===== config.mk =====
export PLATFORM = sky130hd
export DESIGN_NAME = cache_control_nway_flat
export DESIGN_NICKNAME = d
export VERILOG_FILES = /design/src/rtl/cache_control_nway_pkg.sv /design/src/rtl/cache_control_nway_if.sv /design/src/rtl/cache_control_nway_plru_tree.sv /design/src/rtl/cache_control_nway.sv /design/src/flat_wrapper.sv
export SDC_FILE = /design/constraint.sdc
export NUM_CORES = 1
export LEC_CHECK = 0
export CAP_MARGIN = 0
export CORE_MARGIN = 2
export CORE_UTILIZATION = 40
export DETAILED_ROUTE_END_ITERATION = 12
export PLACE_DENSITY = 0.64
export SLEW_MARGIN = 0
export SYNTH_ARGS = -nofsm -noshare
export SYNTH_HDL_FRONTEND = slang
export SYNTH_SLANG_ARGS = --single-unit

===== constraint.sdc =====
create_clock -name clk -period 65.4 [get_ports clk]
set_input_delay 9.81 -clock clk [delete_from_list [all_inputs] [get_ports clk]]
set_output_delay 9.81 -clock clk [all_outputs]
set_load 0.1 [all_outputs]

===== src/rtl/cache_control_nway_pkg.sv =====
// Shared types and PLRU tree helpers for the N-way cache controller.
// Tree nodes are numbered heap-style (children 2i+1 / 2i+2) and the leaves are ways in index order.
package cache_control_nway_pkg;

  typedef enum logic [1:0] {IDLE, WRITE_BACK, FILL, FILL_DONE} state_t;

  localparam int MAX_LEVELS = 6;
  typedef logic [63:0] plru_vec_t;

  function automatic int way_w(int ways);
    return $clog2(ways);
  endfunction

  function automatic int plru_victim(plru_vec_t bits, int ways);
    int node;
    node = 0;
    for (int l = 0; l < MAX_LEVELS; l++) begin
      if (node < ways - 1) node = bits[node[5:0]] ? 2 * node + 2 : 2 * node + 1;
    end
    return node - (ways - 1);
  endfunction

  // New value of one tree node after an access to 'way': nodes on the leaf-to-root
  // path point at the sibling subtree; every other node keeps its old value.
  function automatic logic plru_node_next(plru_vec_t bits, int ways, int way, int node);
    int   cur;
    logic r;
    cur = way + ways - 1;
    r   = bits[node[5:0]];
    for (int l = 0; l < MAX_LEVELS; l++) begin
      if (cur > 0) begin
        if ((cur - 1) / 2 == node) r = cur[0];
        cur = (cur - 1) / 2;
      end
    end
    return r;
  endfunction

endpackage


===== src/rtl/cache_control_nway_if.sv =====
// CPU / pmem handshakes and per-way array controls between controller and datapath.
interface cache_control_nway_if
  import cache_control_nway_pkg::*;
#(
  parameter int WAYS = 4
) ();
  localparam int WAY_W = way_w(WAYS);

  logic             mem_read, mem_write, mem_resp;
  logic             pmem_read, pmem_write, pmem_resp;
  logic [WAYS-1:0]  hit, valid, dirty;
  logic [WAYS-2:0]  plru_bits, plru_next;
  logic             plru_load;
  logic [WAY_W-1:0] way_sel;
  logic [WAYS-1:0]  load_tag, load_valid, load_dirty, data_we;
  logic             dirty_in, data_src, pmem_addr_sel, load_pmem_wdata;

  modport master (
    input  mem_read, mem_write, pmem_resp, hit, valid, dirty, plru_bits,
    output mem_resp, pmem_read, pmem_write, plru_load, plru_next, way_sel,
           load_tag, load_valid, load_dirty, dirty_in, data_we, data_src,
           pmem_addr_sel, load_pmem_wdata
  );

  modport slave (
    output mem_read, mem_write, pmem_resp, hit, valid, dirty, plru_bits,
    input  mem_resp, pmem_read, pmem_write, plru_load, plru_next, way_sel,
           load_tag, load_valid, load_dirty, dirty_in, data_we, data_src,
           pmem_addr_sel, load_pmem_wdata
  );
endinterface


===== src/rtl/cache_control_nway_plru_tree.sv =====
// Combinational tree pseudo-LRU: victim way from the stored bits and the
// updated bits for an access to access_way_i.
module plru_tree
  import cache_control_nway_pkg::*;
#(
  parameter int WAYS  = 4,
  parameter int WAY_W = $clog2(WAYS)
) (
  input  logic [WAYS-2:0]  plru_bits_i,
  input  logic [WAY_W-1:0] access_way_i,
  output logic [WAY_W-1:0] victim_o,
  output logic [WAYS-2:0]  plru_next_o
);
  plru_vec_t bits_ext;

  assign bits_ext = plru_vec_t'(plru_bits_i);
  assign victim_o = WAY_W'(plru_victim(bits_ext, WAYS));

  for (genvar n = 0; n < WAYS - 1; n++) begin : g_node
    assign plru_next_o[n] = plru_node_next(bits_ext, WAYS, int'(access_way_i), n);
  end
endmodule


===== src/rtl/cache_control_nway.sv =====
// Control FSM for a WAYS-way set-associative write-back / write-allocate cache.
// Hits complete combinationally in IDLE; misses evict (invalid way first, else PLRU) and refill.
module cache_control_nway
  import cache_control_nway_pkg::*;
#(
  parameter int WAYS = 4
) (
  input logic                  clk,
  input logic                  rst,
  cache_control_nway_if.master bus
);
  localparam int WAY_W = way_w(WAYS);

  state_t           state_q;
  logic [WAY_W-1:0] victim_q, victim_d, hit_way, inv_way, plru_way;
  logic [WAYS-2:0]  plru_next;
  logic [WAYS-1:0]  hit_oh, victim_oh;
  logic             req, any_hit, needs_wb;

  plru_tree #(.WAYS(WAYS), .WAY_W(WAY_W)) u_plru (
    .plru_bits_i  (bus.plru_bits),
    .access_way_i (hit_way),
    .victim_o     (plru_way),
    .plru_next_o  (plru_next)
  );

  always_comb begin
    hit_way = '0;
    inv_way = '0;
    for (int i = WAYS - 1; i >= 0; i--) begin
      if (bus.hit[i])    hit_way = WAY_W'(i);
      if (!bus.valid[i]) inv_way = WAY_W'(i);
    end
  end

  assign req       = bus.mem_read | bus.mem_write;
  assign any_hit   = |bus.hit;
  assign victim_d  = (&bus.valid) ? plru_way : inv_way;
  assign needs_wb  = bus.valid[victim_d] & bus.dirty[victim_d];
  assign hit_oh    = WAYS'(1) << hit_way;
  assign victim_oh = WAYS'(1) << victim_q;

  // Outputs are gated by rst so an in-flight pmem request drops without waiting for a clock.
  always_comb begin
    bus.mem_resp        = 1'b0;
    bus.pmem_read       = 1'b0;
    bus.pmem_write      = 1'b0;
    bus.plru_load       = 1'b0;
    bus.plru_next       = '0;
    bus.way_sel         = '0;
    bus.load_tag        = '0;
    bus.load_valid      = '0;
    bus.load_dirty      = '0;
    bus.dirty_in        = 1'b0;
    bus.data_we         = '0;
    bus.data_src        = 1'b0;
    bus.pmem_addr_sel   = 1'b0;
    bus.load_pmem_wdata = 1'b0;
    if (!rst) begin
      case (state_q)
        IDLE: begin
          if (req && any_hit) begin
            bus.mem_resp  = 1'b1;
            bus.way_sel   = hit_way;
            bus.plru_load = 1'b1;
            bus.plru_next = plru_next;
            if (bus.mem_write) begin
              bus.data_we    = hit_oh;
              bus.data_src   = 1'b1;
              bus.load_dirty = hit_oh;
              bus.dirty_in   = 1'b1;
            end
          end else if (req) begin
            bus.way_sel = victim_d;
          end
        end
        WRITE_BACK: begin
          bus.way_sel         = victim_q;
          bus.pmem_addr_sel   = 1'b1;
          bus.load_pmem_wdata = 1'b1;
          bus.pmem_write      = 1'b1;
        end
        FILL: begin
          bus.way_sel   = victim_q;
          bus.pmem_read = 1'b1;
          if (bus.pmem_resp) begin
            bus.load_tag   = victim_oh;
            bus.load_valid = victim_oh;
            bus.load_dirty = victim_oh;
            bus.data_we    = victim_oh;
          end
        end
        default: ;
      endcase
    end
  end

  always_ff @(posedge clk or posedge rst) begin
    if (rst) begin
      state_q  <= IDLE;
      victim_q <= '0;
    end else begin
      case (state_q)
        IDLE: begin
          if (req && !any_hit) begin
            victim_q <= victim_d;
            state_q  <= needs_wb ? WRITE_BACK : FILL;
          end
        end
        WRITE_BACK: if (bus.pmem_resp) state_q <= FILL;
        FILL:       if (bus.pmem_resp) state_q <= FILL_DONE;
        FILL_DONE:  state_q <= IDLE;
        default:    state_q <= IDLE;
      endcase
    end
  end

  a_hit_onehot: assert property (@(posedge clk) disable iff (rst)
    (state_q == IDLE && req) |-> $onehot0(bus.hit));
endmodule


===== src/flat_wrapper.sv =====
// flat-port wrapper written by rule: the top's interface ports become plain ports
module cache_control_nway_flat import cache_control_nway_pkg::*;
#(
  parameter int WAYS = 4
)
  (clk, rst, bus_mem_read, bus_mem_write, bus_pmem_resp, bus_hit, bus_valid, bus_dirty, bus_plru_bits, bus_mem_resp, bus_pmem_read, bus_pmem_write, bus_plru_load, bus_plru_next, bus_way_sel, bus_load_tag, bus_load_valid, bus_load_dirty, bus_dirty_in, bus_data_we, bus_data_src, bus_pmem_addr_sel, bus_load_pmem_wdata);
  cache_control_nway_if #(.WAYS(WAYS)) bus_i ();
  input logic clk;
  input logic rst;
  input wire logic [$bits(bus_i.mem_read)-1:0] bus_mem_read;
  input wire logic [$bits(bus_i.mem_write)-1:0] bus_mem_write;
  input wire logic [$bits(bus_i.pmem_resp)-1:0] bus_pmem_resp;
  input wire logic [$bits(bus_i.hit)-1:0] bus_hit;
  input wire logic [$bits(bus_i.valid)-1:0] bus_valid;
  input wire logic [$bits(bus_i.dirty)-1:0] bus_dirty;
  input wire logic [$bits(bus_i.plru_bits)-1:0] bus_plru_bits;
  output wire logic [$bits(bus_i.mem_resp)-1:0] bus_mem_resp;
  output wire logic [$bits(bus_i.pmem_read)-1:0] bus_pmem_read;
  output wire logic [$bits(bus_i.pmem_write)-1:0] bus_pmem_write;
  output wire logic [$bits(bus_i.plru_load)-1:0] bus_plru_load;
  output wire logic [$bits(bus_i.plru_next)-1:0] bus_plru_next;
  output wire logic [$bits(bus_i.way_sel)-1:0] bus_way_sel;
  output wire logic [$bits(bus_i.load_tag)-1:0] bus_load_tag;
  output wire logic [$bits(bus_i.load_valid)-1:0] bus_load_valid;
  output wire logic [$bits(bus_i.load_dirty)-1:0] bus_load_dirty;
  output wire logic [$bits(bus_i.dirty_in)-1:0] bus_dirty_in;
  output wire logic [$bits(bus_i.data_we)-1:0] bus_data_we;
  output wire logic [$bits(bus_i.data_src)-1:0] bus_data_src;
  output wire logic [$bits(bus_i.pmem_addr_sel)-1:0] bus_pmem_addr_sel;
  output wire logic [$bits(bus_i.load_pmem_wdata)-1:0] bus_load_pmem_wdata;
  assign bus_i.mem_read = bus_mem_read;
  assign bus_i.mem_write = bus_mem_write;
  assign bus_i.pmem_resp = bus_pmem_resp;
  assign bus_i.hit = bus_hit;
  assign bus_i.valid = bus_valid;
  assign bus_i.dirty = bus_dirty;
  assign bus_i.plru_bits = bus_plru_bits;
  assign bus_mem_resp = bus_i.mem_resp;
  assign bus_pmem_read = bus_i.pmem_read;
  assign bus_pmem_write = bus_i.pmem_write;
  assign bus_plru_load = bus_i.plru_load;
  assign bus_plru_next = bus_i.plru_next;
  assign bus_way_sel = bus_i.way_sel;
  assign bus_load_tag = bus_i.load_tag;
  assign bus_load_valid = bus_i.load_valid;
  assign bus_load_dirty = bus_i.load_dirty;
  assign bus_dirty_in = bus_i.dirty_in;
  assign bus_data_we = bus_i.data_we;
  assign bus_data_src = bus_i.data_src;
  assign bus_pmem_addr_sel = bus_i.pmem_addr_sel;
  assign bus_load_pmem_wdata = bus_i.load_pmem_wdata;
  cache_control_nway #(.WAYS(WAYS)) u_core (.clk(clk), .rst(rst), .bus(bus_i));
endmodule

# After elaboration in Yosys (flattened, before gate mapping)
# Index checks and enable logic that the tools add are counted.
[classes]
n_addsub = 25
n_lt_le_gt_ge = 17
n_eq_ne = 18
shift = 2
mux = 105
bitwise = 8
n_reduce_logical = 15
[op_table]
columns = ["cell", "count"]
rows = [
  ["$mux W32", 13],
  ["$add A32 B1 Y32", 6],
  ["$eq A32 B2 Y1 const B", 6],
  ["$eq A32 B3 Y1 const B", 6],
  ["$logic_not A32 Y1", 6],
  ["$gt A32 B1 Y1 const B", 5],
  ["$lt A32 B3 Y1 const B", 5],
  ["$sub A32 B2 Y32 const B", 5],
  ["$add A32 B2 Y32 const B", 4],
  ["$add A32 B3 Y32 const B", 4],
  ["$mux W1", 54],
  ["$mux W2", 19],
  ["$lt A6 B7 Y1 const B", 5],
  ["$bmux W1 S6", 5],
  ["$mux W4", 6],
  ["$mux W3", 3],
  ["$pmux W2 S4", 1],
  ["$pmux W4 S2", 1],
  ["$shl A1 B2 Y4 const A", 2],
  ["$and A1 B1 Y1", 7],
  ["$sub A5 B2 Y6 const B", 1],
  ["$gt A5 B1 Y1 const B", 1],
  ["$sub A4 B1 Y5 const B", 1],
  ["$add A2 B2 Y2 const B", 2],
  ["18 further kinds", 22],
]
[totals]
regBits = 4
word_cells = 192

# Logic depth before layout (Yosys ltp)
# Gate-level depths: netlist of the first run.
[depth]
word_depth = 35
depth_mapped = 91
ltp_nobuf = 84

# Cells and area by module
# Synthesis of the first run repeated with hierarchy kept, for this count alone.
[unflattened]
hier_cells = 1598
hier_area_um2 = 10597.7
[by_module_without_submodules]
columns = ["module", "n_inst", "cells_each", "area_each_um2", "seq_area_each_um2"]
rows = [
  ["plru_tree", 1, 1501, 9880.7, 0.0],
  ["cache_control_nway", 1, 97, 716.9, 100.1],
]

# Worst setup path after synthesis of the first run
# OpenSTA, ideal clock, no wires.
[synth_timing]
path_kind = "input to output"
from = "input bus_hit[3]"
to = "output bus_plru_next[0]"
arrival_time_ns = 30.824
slack_ns = 24.766
stages = 89
path_buffers = 7
path_cell_list = "nor2b_1 > buf_6 > o21ai_1 > ha_1 > inv_1 > nor3_1 > ha_1 > nor2b_1 > o2111a_1 > buf_2 > nand2_1 > ha_1 > clkbuf_1 > nand2_1 > nor4_1 > o21ai_0 > nor4b_4 > xnor2_1 > [... 53 more ...] > o211ai_1 > or2_2 > buf_2 > or3_1 > nor2_1 > nand2_1 > nand2_1 > and3_1 > ha_1 > ha_1 > inv_1 > a211oi_1 > nand4b_1 > or3_1 > or4_1 > mux2i_1 > a41oi_1 > a311oi_1"
[synth_via]
elab_chain_len = 35
[synth_rtl]
columns = ["element", "line_no", "rtl"]
rows = [
  ["from (decl)", "flat_wrapper.sv:13", "input wire logic [$bits(bus_i.hit)-1:0] bus_hit;"],
  ["$mux W2 (4 in a row)", "cache_control_nway.sv:31", "if (bus.hit[i]) hit_way = WAY_W'(i);"],
  ["$add A2 B3 Y4", "cache_control_nway_pkg.sv:28", "cur = way + ways - 1;"],
  ["$sub A4 B1 Y5", "cache_control_nway_pkg.sv:28", ""],
  ["$sub A5 B2 Y6", "cache_control_nway_pkg.sv:32, cache_control_nway_pkg.sv:33", ""],
  ["$and A1 B1 Y1 (no source line)", "--", ""],
  ["$add A32 B1 Y32 (no source line)", "--", ""],
  ["$mux W32", "cache_control_nway_pkg.sv:31", "if (cur > 0) begin"],
  ["$sub A32 B2 Y32", "cache_control_nway_pkg.sv:32, cache_control_nway_pkg.sv:33", ""],
  ["[... 16 more ...]", "--", ""],
  ["$and A1 B1 Y1 (no source line)", "--", ""],
  ["$add A32 B1 Y32 (no source line)", "--", ""],
  ["$logic_not A32 Y1", "cache_control_nway_pkg.sv:32", "if ((cur - 1) / 2 == node) r = cur[0];"],
  ["$mux W1", "cache_control_nway_pkg.sv:32", ""],
  ["$mux W1", "cache_control_nway_pkg.sv:31", ""],
  ["$mux W3 *", "cache_control_nway.sv:62", "if (req && any_hit) begin"],
  ["$mux W3 *", "cache_control_nway.sv:60", "case (state_q)"],
  ["$mux W3 *", "cache_control_nway.sv:59", "if (!rst) begin"],
  ["to (decl)", "flat_wrapper.sv:21", "output wire logic [$bits(bus_i.plru_next)-1:0] bus_plru_next;"],
]
# Every way passes the cells marked *; elsewhere a longest branch is shown, timed or not.

# Worst setup path in the final report of the first run
# Same ends and word-level chain as after synthesis.

==> impl_metrics.ini, run 1 <==
[route]
drt-pass1-iter-count = 6
final_antenna_net_count = 0
first_iter_violations = 2163
via_per_inst = 7.09
drc = 0
routed_wl_microns = 49600
wl_per_cell_microns = 22.6
num_vias = 15600

[power]
p_sw_frac = 0.647
power_leakage_nw = 4.41
power.share.clock = 0.013
internal_power_w = 0.000247
combinationalPowerShare = 0.979
power_density_nw_per_um2 = 54.1
peakVddDrop_mv = 0.0336
p_seq_frac = 0.008
switchingPower_w = 0.000451

[sta]
hold_violations = 0
fin_ws_ps = 19760
setup_tns_ps = 0
fmax_ghz = 0.0219
finClkSkew_ps = 0.313
rsz0062_at_grt = no
slew_headroom = 0.197
min_period_ps = 45640
finalCritPeriodShare = 0.698
setup_viol = 0
worst_pin_slew_ps = 1170
maxSlewViolCount = 0

[layout]
areaGrowthSynthToFinish_pct = 5.26
drive_gt1_frac = 0.0932
fin_util = 0.425
antenna_cells = 0
fin_nets = 1863

[synth]
ys_ff_latch = 4
async_flop_share = 1.00
ys_types = 124
synthTopCellsByCount = 191 x nand2_1, 165 x nor2_1, 113 x a21oi_1
synth-edff-count = 0
synthDominantCellAreaShare = 0.0585
synth_area_leader_cell = nand2_1
synthTopCellsByArea = nand2_1 5.9%, xnor2_1 5.7%, nor2_1 5.1%, a21oi_1 4.6%, ha_1 3.9%
syn_inst = 1834
ys_seq_area_frac = 0.00817
ys.flop_type = dfrtp_1
synth.most_common_cell = nand2_1
syn_area_per_cell_sq_um = 6.68
synthesis.area_sq_um = 12200
ys_warn_count = 0
synth_nets = 1892

[clock_network]
hold_buffers = 0
cts_buffers = 3
insertion_delay_ps = 220
clock_path_buffers = 2
h-tree-depth = 1
cts_resized = 0
root_buffer = clkbuf_16
cts_setup_buffers = 0
clk_pin_slew_ps = 30
cts_tree = yes
cts_sinks = 4

[grt]
overflow = 0
grt_usage = 0.300
grt_pass1_wl_microns = 77500
grt_pass1_vias = 13900
grt_max_degree = 47
antenna_found_initial = 0

[run_status]
outcome = complete, no violations

[worst_setup_path]
crit_family = simple AND/OR/NAND/NOR gates
slowest_stage = clkdlybuf4s50_1
path_buf_inv = 6
endpoint_kind = primary output
critPathMaxFanout = 19
cpMostUsedCell = ha_1
critPathRequiredTime_ps = 55590
start_kind = input pin
critPathMaxStageDelay_ps = 1170
arrival_ps = 35830
critical_path_class = in -> out

[die]
die_area_sq_um = 32000
core-area_sq_um = 30300
start_util = 0.404
die_x_microns = 179
io_pins = 49
rows = 64
die_h_microns = 179

[placement]
port_buffers = 48
dp_slack_ps = 20770
gp_congestion = 0.995
hpwl_microns = 40000

[worst_hold_path]
hold_path.class = reg -> reg

[run]
max-cap-violations = 0
per-layer routing:
layer  track usage  up-vias  part of all wire
met5             0        -                 0
li1              -     7156                 -
met2         0.441      954              0.41
met3        0.0638      133              0.12
met1         0.434     7351              0.43
met4        0.0888        0             0.033
sequential cells by signal, summed over array words and instances, names as in the netlist:
signal	count
u_core.state_q	2
u_core.victim_q	2
area by class of cell:
type,count,area (sq um)
repair buffers,72,661
well taps,396,495
flip-flops and latches,4,100
clock buffers,3,75.1
multi-input cells,1691,11400
inverters,33,126
fillers,3159,17500
cells in the final DEF, fill, tap and decap left out, drive strengths merged, types with 46 or more instances in the layout:
master and n:
nand3 83, xnor2 81, o21ai 107, clkdlybuf4s50 48, nor2 169, nand2 192
nand4 46, a31oi 59, nor3 72, a21oi 115
logic make-up after synthesis:
kind of cell	after synthesis	synth area share
simple gates	855	0.379
compound gates	641	0.391
buf+inv	139	0.0603
xor+xnor	113	0.0843
mux	44	0.0379
fa+ha+maj	38	0.0388
flops	4	0.00817
final timing paths:
kind	startpoint	to	slack, ps	depth (start not counted)
max in group asynchronous	rst	u_core.victim_q[0]$_DFFE_PP0P_	55190	2
min reg2reg	u_core.state_q[1]$_DFFE_PP0P_	u_core.state_q[1]$_DFFE_PP0P_	540	2
max reg2reg	u_core.state_q[0]$_DFFE_PP0P_	u_core.state_q[0]$_DFFE_PP0P_	63860	6
max	bus_hit[3]	bus_plru_next[0]	19760	83
min	u_core.state_q[1]$_DFFE_PP0P_	u_core.state_q[1]$_DFFE_PP0P_	540	2
min in group asynchronous	rst	u_core.state_q[0]$_DFFE_PP0P_	10030	2
power by group through the flow:
| stage | logic [W] | registers [W] | clock network (W) |
|---|---|---|---|
| 6_report | 0.000683 | 0.00000544 | 0.00000933 |
| 5_1_grt | 0.000741 | 0.00000581 | 0.00000972 |
| 4_1_cts | 0.000659 | 0.00000548 | 0.00000949 |
| 3_5_place_dp | 0.000654 | 0.00000546 | 0 |
| 3_3_place_gp | 0.000652 | 0.00000535 | 0 |
| 2_1_floorplan | 0.000505 | 0.00000423 | 0 |
worst min-delay path, delay by kind of cell, from the launching register on:
family / cells / cell delay [ps]
flops: 1 / 380
compound gates: 1 / 60
simple gates: 1 / 60
through the flow:
step	std cells	instance area, sq um	power [W]	hold WS [ps]
6_report	2199	12900	0.000698	542
4_1_cts	2199	12900	0.000674	540
5_1_grt	2199	12900	0.000756	605
3_5_place_dp	2196	12800	0.000660	533
3_3_place_gp	2196	12800	0.000657	533
2_1_floorplan	1834	12200	0.000509	500
(Power assumes the default switching activity.)
==> run 2: changes to the inputs <==
--- a/config.mk
+++ b/config.mk
@@ -9,7 +9,7 @@
 export CORE_MARGIN = 2
 export CORE_UTILIZATION = 40
 export DETAILED_ROUTE_END_ITERATION = 12
-export PLACE_DENSITY = 0.64
+export PLACE_DENSITY = 0.66
 export SLEW_MARGIN = 0
 export SYNTH_ARGS = -nofsm -noshare
 export SYNTH_HDL_FRONTEND = slang
==> constraint.sdc (replaced) <==
create_clock -name clk -period 40.2 [get_ports clk]
set_input_delay 6.03 -clock clk [delete_from_list [all_inputs] [get_ports clk]]
set_output_delay 6.03 -clock clk [all_outputs]
set_load 0.1 [all_outputs]
==> run 2 against run 1 <==
Global-route usage is 1.2 points lower. Die area unchanged. Via count down 0.71%. Non-clock buffer count unchanged. Clock-buffer cell count unchanged. Cell area about the same. Routed wire length fell by 3.9%. Utilization about the same. Sequential share of layout area is essentially flat. Power rose by 59%.
==> impl_metrics.ini, run 2 (synthesized netlist as in run 1, its figures left out) <==
[sta]
setup_tns_ps = 0
rsz0062_at_grt = no
min_period_ps = 37530
setup_viol = 0
slew_headroom = 0.279
hold_violations = 0
fmax_ghz = 0.0266
finalCritPeriodShare = 0.934
maxSlewViolCount = 0
worst_pin_slew_ps = 1070
fin_ws_ps = 2670
holdWs_ps = 547
finClkSkew_ps = 0.168

[placement]
dp_slack_ps = 3280
port_buffers = 48
gp_congestion = 1.02
hpwl_microns = 38200

[die]
die_x_microns = 179
core-area_sq_um = 30300
start_util = 0.404
rows = 64
die_h_microns = 179
io_pins = 49
die_area_sq_um = 32000

[layout]
reg_top3 = u_core.state_q: 2 flops, u_core.victim_q: 2 flops
antenna_cells = 0
mostFrequentLayoutCells = 191 x nand2_1, 165 x nor2_1, 113 x a21oi_1
nFillCells = 3142
drive_gt1_frac = 0.0937
layout_commonest_cell = nand2_1
fin_util = 0.425
fin_nets = 1863
areaGrowthSynthToFinish_pct = 5.31

[run]
max-cap-violations = 0

[route]
final_antenna_net_count = 0
drt-pass1-iter-count = 6
first_iter_violations = 2301
via_per_inst = 7.04
num_vias = 15500
routed_wl_microns = 47700
drc = 0
wl_per_cell_microns = 21.7

[clock_network]
cts_sinks = 4
insertion_delay_ps = 220
clock_path_buffers = 2
clk_pin_slew_ps = 30
cts_buffers = 3
cts_tree = yes
hold_buffers = 0
h-tree-depth = 1
root_buffer = clkbuf_16
cts_setup_buffers = 0

[grt]
grt_usage = 0.288
grt_pass1_wl_microns = 75200
grt_pass1_vias = 13700
grt_max_degree = 47
overflow = 0
antenna_found_initial = 1

[power]
p_sw_frac = 0.638
switchingPower_w = 0.000708
combinationalPowerShare = 0.978
p_seq_frac = 0.008
power_leakage_nw = 4.41
power.share.clock = 0.014
power_density_nw_per_um2 = 86.0
internal_power_w = 0.000401
peakVddDrop_mv = 0.0477

[worst_setup_path]
endpoint_kind = primary output
cpMostUsedCell = ha_1
start_kind = input pin
critPathRequiredTime_ps = 34170
slowest_stage = clkdlybuf4s50_1
crit_path_start = bus_hit[3]
rr_startpoint = u_core.state_q[0]$_DFFE_PP0P_
critPathMaxStageDelay_ps = 1180
critical_path_class = in -> out
arrival_ps = 31500
critPathMaxFanout = 14

[worst_hold_path]
hold_path.class = reg -> reg
min_from = u_core.state_q[1]$_DFFE_PP0P_

[run_status]
outcome = complete, no violations
-- run 2: cell counts in the layout (fill, tap and decap cells not counted) --
No cell type changed its count.
-- run 2: metrics by stage --
stage	instances	total power, W	instance area (sq um)
6_report	2199	0.00111	12900
5_1_grt	2199	0.00121	12900
4_1_cts	2199	0.00107	12900
3_5_place_dp	2196	0.00105	12800
3_3_place_gp	2196	0.00105	12800
2_1_floorplan	1834	0.000828	12200
-- run 2: power by group through the flow --
stage                     clock network [W]  registers (W)  logic, W
after floorplan                           0     0.00000688  0.000822
after global placement                    0     0.00000868   0.00104
after detailed placement                  0     0.00000891   0.00104
after CTS                         0.0000155     0.00000884   0.00105
after global routing              0.0000161     0.00000931   0.00118
final                             0.0000152     0.00000880   0.00109
-- run 2: critical path, delay by kind of cell --
family	cells	cell delay, ps
adders and majority gates	11	3260
AOI/OAI and AO/OA	22	6450
muxes	1	310
xor gates and xnor gates	2	440
buffers and inverters	7	2430
and+or+nand+nor	42	12550
-- run 2: layout make-up --
type,count,area [sq um],area share
multi-input combinational,1691,11400,0.887
inverter,33,126,0.00980
clock buffer,3,75.1,0.00582
timing repair buffer,72,661,0.0512
sequential,4,100,0.00776
tap,396,495,0.0384
-- run 2: worst paths after layout --
path | endpoint | slack [ps] | cells after the start
min in group asynchronous | u_core.state_q[0]$_DFFE_PP0P_ | 6270 | 2
worst max-delay path | bus_plru_next[0] | 2670 | 85
worst min register to register | u_core.state_q[1]$_DFFE_PP0P_ | 550 | 2
worst min-delay path | u_core.state_q[1]$_DFFE_PP0P_ | 550 | 2
max in group asynchronous | u_core.victim_q[1]$_DFFE_PP0P_ | 33750 | 2
worst max register to register | u_core.state_q[1]$_DFFE_PP0P_ | 38700 | 5
-- run 2: what timing repair did --
item                                    CTS  global route
endpoints found under the setup margin    0             1
gates resized for setup                   0             1
endpoints found under the hold margin     0             0
-- run 2: metal layers --
metal | vias to the layer above | GRT usage | wire [microns]
li1 | 7144 | - | -
met2 | 931 | 0.414 | 19200
met3 | 121 | 0.0553 | 5400
met4 | 2 | 0.0840 | 1580
met1 | 7286 | 0.428 | 21500
met5 | - | 0 | 13
==> run 3: changes to the inputs <==
==> constraint.sdc (replaced) <==
create_clock -name clk -period 40.2 [get_ports clk]
set_input_delay 6.03 -clock clk [delete_from_list [all_inputs] [get_ports clk]]
set_output_delay 6.03 -clock clk [all_outputs]
set_load 0.005 [all_outputs]
==> run 3 against run 2 <==
Global-route usage rose by 0.16 points. Die area did not move. Critical path depth did not move. Critical path type unchanged.
==> impl_metrics.ini, run 3 (synthesized netlist as in run 1, its figures left out) <==
[route]
drc = 0
routed_wl_microns = 47800
drt-pass1-iter-count = 6
via_per_inst = 7.12
final_antenna_net_count = 0
first_iter_violations = 2418
wl_per_cell_microns = 21.7
num_vias = 15700

[clock_network]
h-tree-depth = 1
cts_setup_buffers = 0
cts_resized = 0
cts_sinks = 4
insertion_delay_ps = 220
cts_tree = yes
clk_pin_slew_ps = 30
root_buffer = clkbuf_16
hold_buffers = 0
cts_buffers = 3
clock_path_buffers = 2

[die]
die_x_microns = 179
die_area_sq_um = 32000
io_pins = 49
start_util = 0.404
core-area_sq_um = 30300
die_h_microns = 179
rows = 64

[layout]
mostFrequentLayoutCells = 191 x nand2_1, 165 x nor2_1, 113 x a21oi_1
nFillCells = 3142
reg_top3 = u_core.state_q: 2 flops, u_core.victim_q: 2 flops
areaGrowthSynthToFinish_pct = 5.32
drive_gt1_frac = 0.0937
fin_cells = 2200
fin_util = 0.425
layout_commonest_cell = nand2_1
fin_nets = 1864
antenna_cells = 0

[sta]
worst_pin_slew_ps = 1180
finalCritPeriodShare = 0.931
hold_violations = 0
min_period_ps = 37420
setup_tns_ps = 0
maxSlewViolCount = 0
fmax_ghz = 0.0267
rsz0062_at_grt = no
finClkSkew_ps = 0.137
slew_headroom = 0.203
setup_viol = 0

[grt]
grt_usage = 0.290
antenna_found_initial = 1
overflow = 0
grt_max_degree = 46
grt_pass1_wl_microns = 75900
grt_pass1_vias = 13900

[run]
max-cap-violations = 0

[power]
power_density_nw_per_um2 = 84.1
power_leakage_nw = 4.42
peakVddDrop_mv = 0.0486

[run_status]
outcome = complete, no violations

[worst_setup_path]
cpMostUsedCell = ha_1
reg2regPathDepth = 6
critPathMaxStageDelay_ps = 1030
critPathMaxFanout = 19
cp-endpoint = bus_plru_next[0]
regToRegSetupSlack_ps = 38690
endpoint_kind = primary output
crit_path_start = bus_hit[3]
arrival_ps = 31390
rr_startpoint = u_core.state_q[0]$_DFFE_PP0P_
critPathRequiredTime_ps = 34170
start_kind = input pin
r2r-end = u_core.state_q[0]$_DFFE_PP0P_
critical_path_class = in -> out
slowest_stage = nor4b_1

[placement]
hpwl_microns = 38300
port_buffers = 48
gp_congestion = 1.05
dp_cells = 2197

[worst_hold_path]
hold_path.class = reg -> reg
## run 3: cell count changes in the layout (fill, tap and decap cells not counted)
cell	delta
nor4b_2	-1
nor4b_1	+1
buf_4	+1
## run 3: per-layer routing
layer / GRT usage / part of all wire / vias to the layer above
met5: 0 / 0.00019 / -
li1: - / - / 7157
met1: 0.437 / 0.45 / 7363
met3: 0.0413 / 0.11 / 132
met2: 0.414 / 0.40 / 1004
met4: 0.0962 / 0.037 / 2
## run 3: per-stage QoR
| stage | total power [W] | area, sq um | hold WS, ps | setup WS [ps] |
|---|---|---|---|---|
| CTS | 0.00105 | 12900 | 540 | 3720 |
| detailed placement | 0.00103 | 12800 | 533 | 3850 |
| finish | 0.00108 | 12900 | 540 | 2780 |
| floorplan | 0.000802 | 12200 | 500 | 9200 |
| global route | 0.00118 | 12900 | 574 | 743 |
| global placement | 0.00102 | 12800 | 529 | 4960 |
## run 3: worst max-delay path: cells and delay by family
family,cells,cell delay [ps]
and+or+nand+nor,40,12550
AOI/OAI and AO/OA,21,6480
adders and majority gates,12,3430
buffers and inverters,8,1870
muxes,2,510
xor gates and xnor gates,2,430
## run 3: layout make-up
| type | instances | area, sq um | area share |
|---|---|---|---|
| clock buffers | 3 | 75.1 | 0.00582 |
| inverters | 33 | 126 | 0.00980 |
| multi-input cells | 1691 | 11400 | 0.886 |
| flip-flops and latches | 4 | 100 | 0.00776 |
| well taps | 396 | 495 | 0.0384 |
| repair buffers | 73 | 668 | 0.0518 |
## run 3: power breakdown
group / internal [W] / switching [W]
Combinational: 0.000383 / 0.000678
Clock: 0.0000127 / 0.00000256
Sequential: 0.00000595 / 0.00000292
Total: 0.000401 / 0.000684
## run 3: how the worst min path moves through the flow
stage                                              from                             to  depth (start not counted)
after global routing      u_core.state_q[1]$_DFFE_PP0P_  u_core.state_q[1]$_DFFE_PP0P_                          2
after floorplan           u_core.state_q[1]$_DFFE_PP0P_  u_core.state_q[1]$_DFFE_PP0P_                          2
final                     u_core.state_q[1]$_DFFE_PP0P_  u_core.state_q[1]$_DFFE_PP0P_                          2
after global placement    u_core.state_q[1]$_DFFE_PP0P_  u_core.state_q[1]$_DFFE_PP0P_                          2
after CTS                 u_core.state_q[1]$_DFFE_PP0P_  u_core.state_q[1]$_DFFE_PP0P_                          2
after detailed placement  u_core.state_q[1]$_DFFE_PP0P_  u_core.state_q[1]$_DFFE_PP0P_                          2
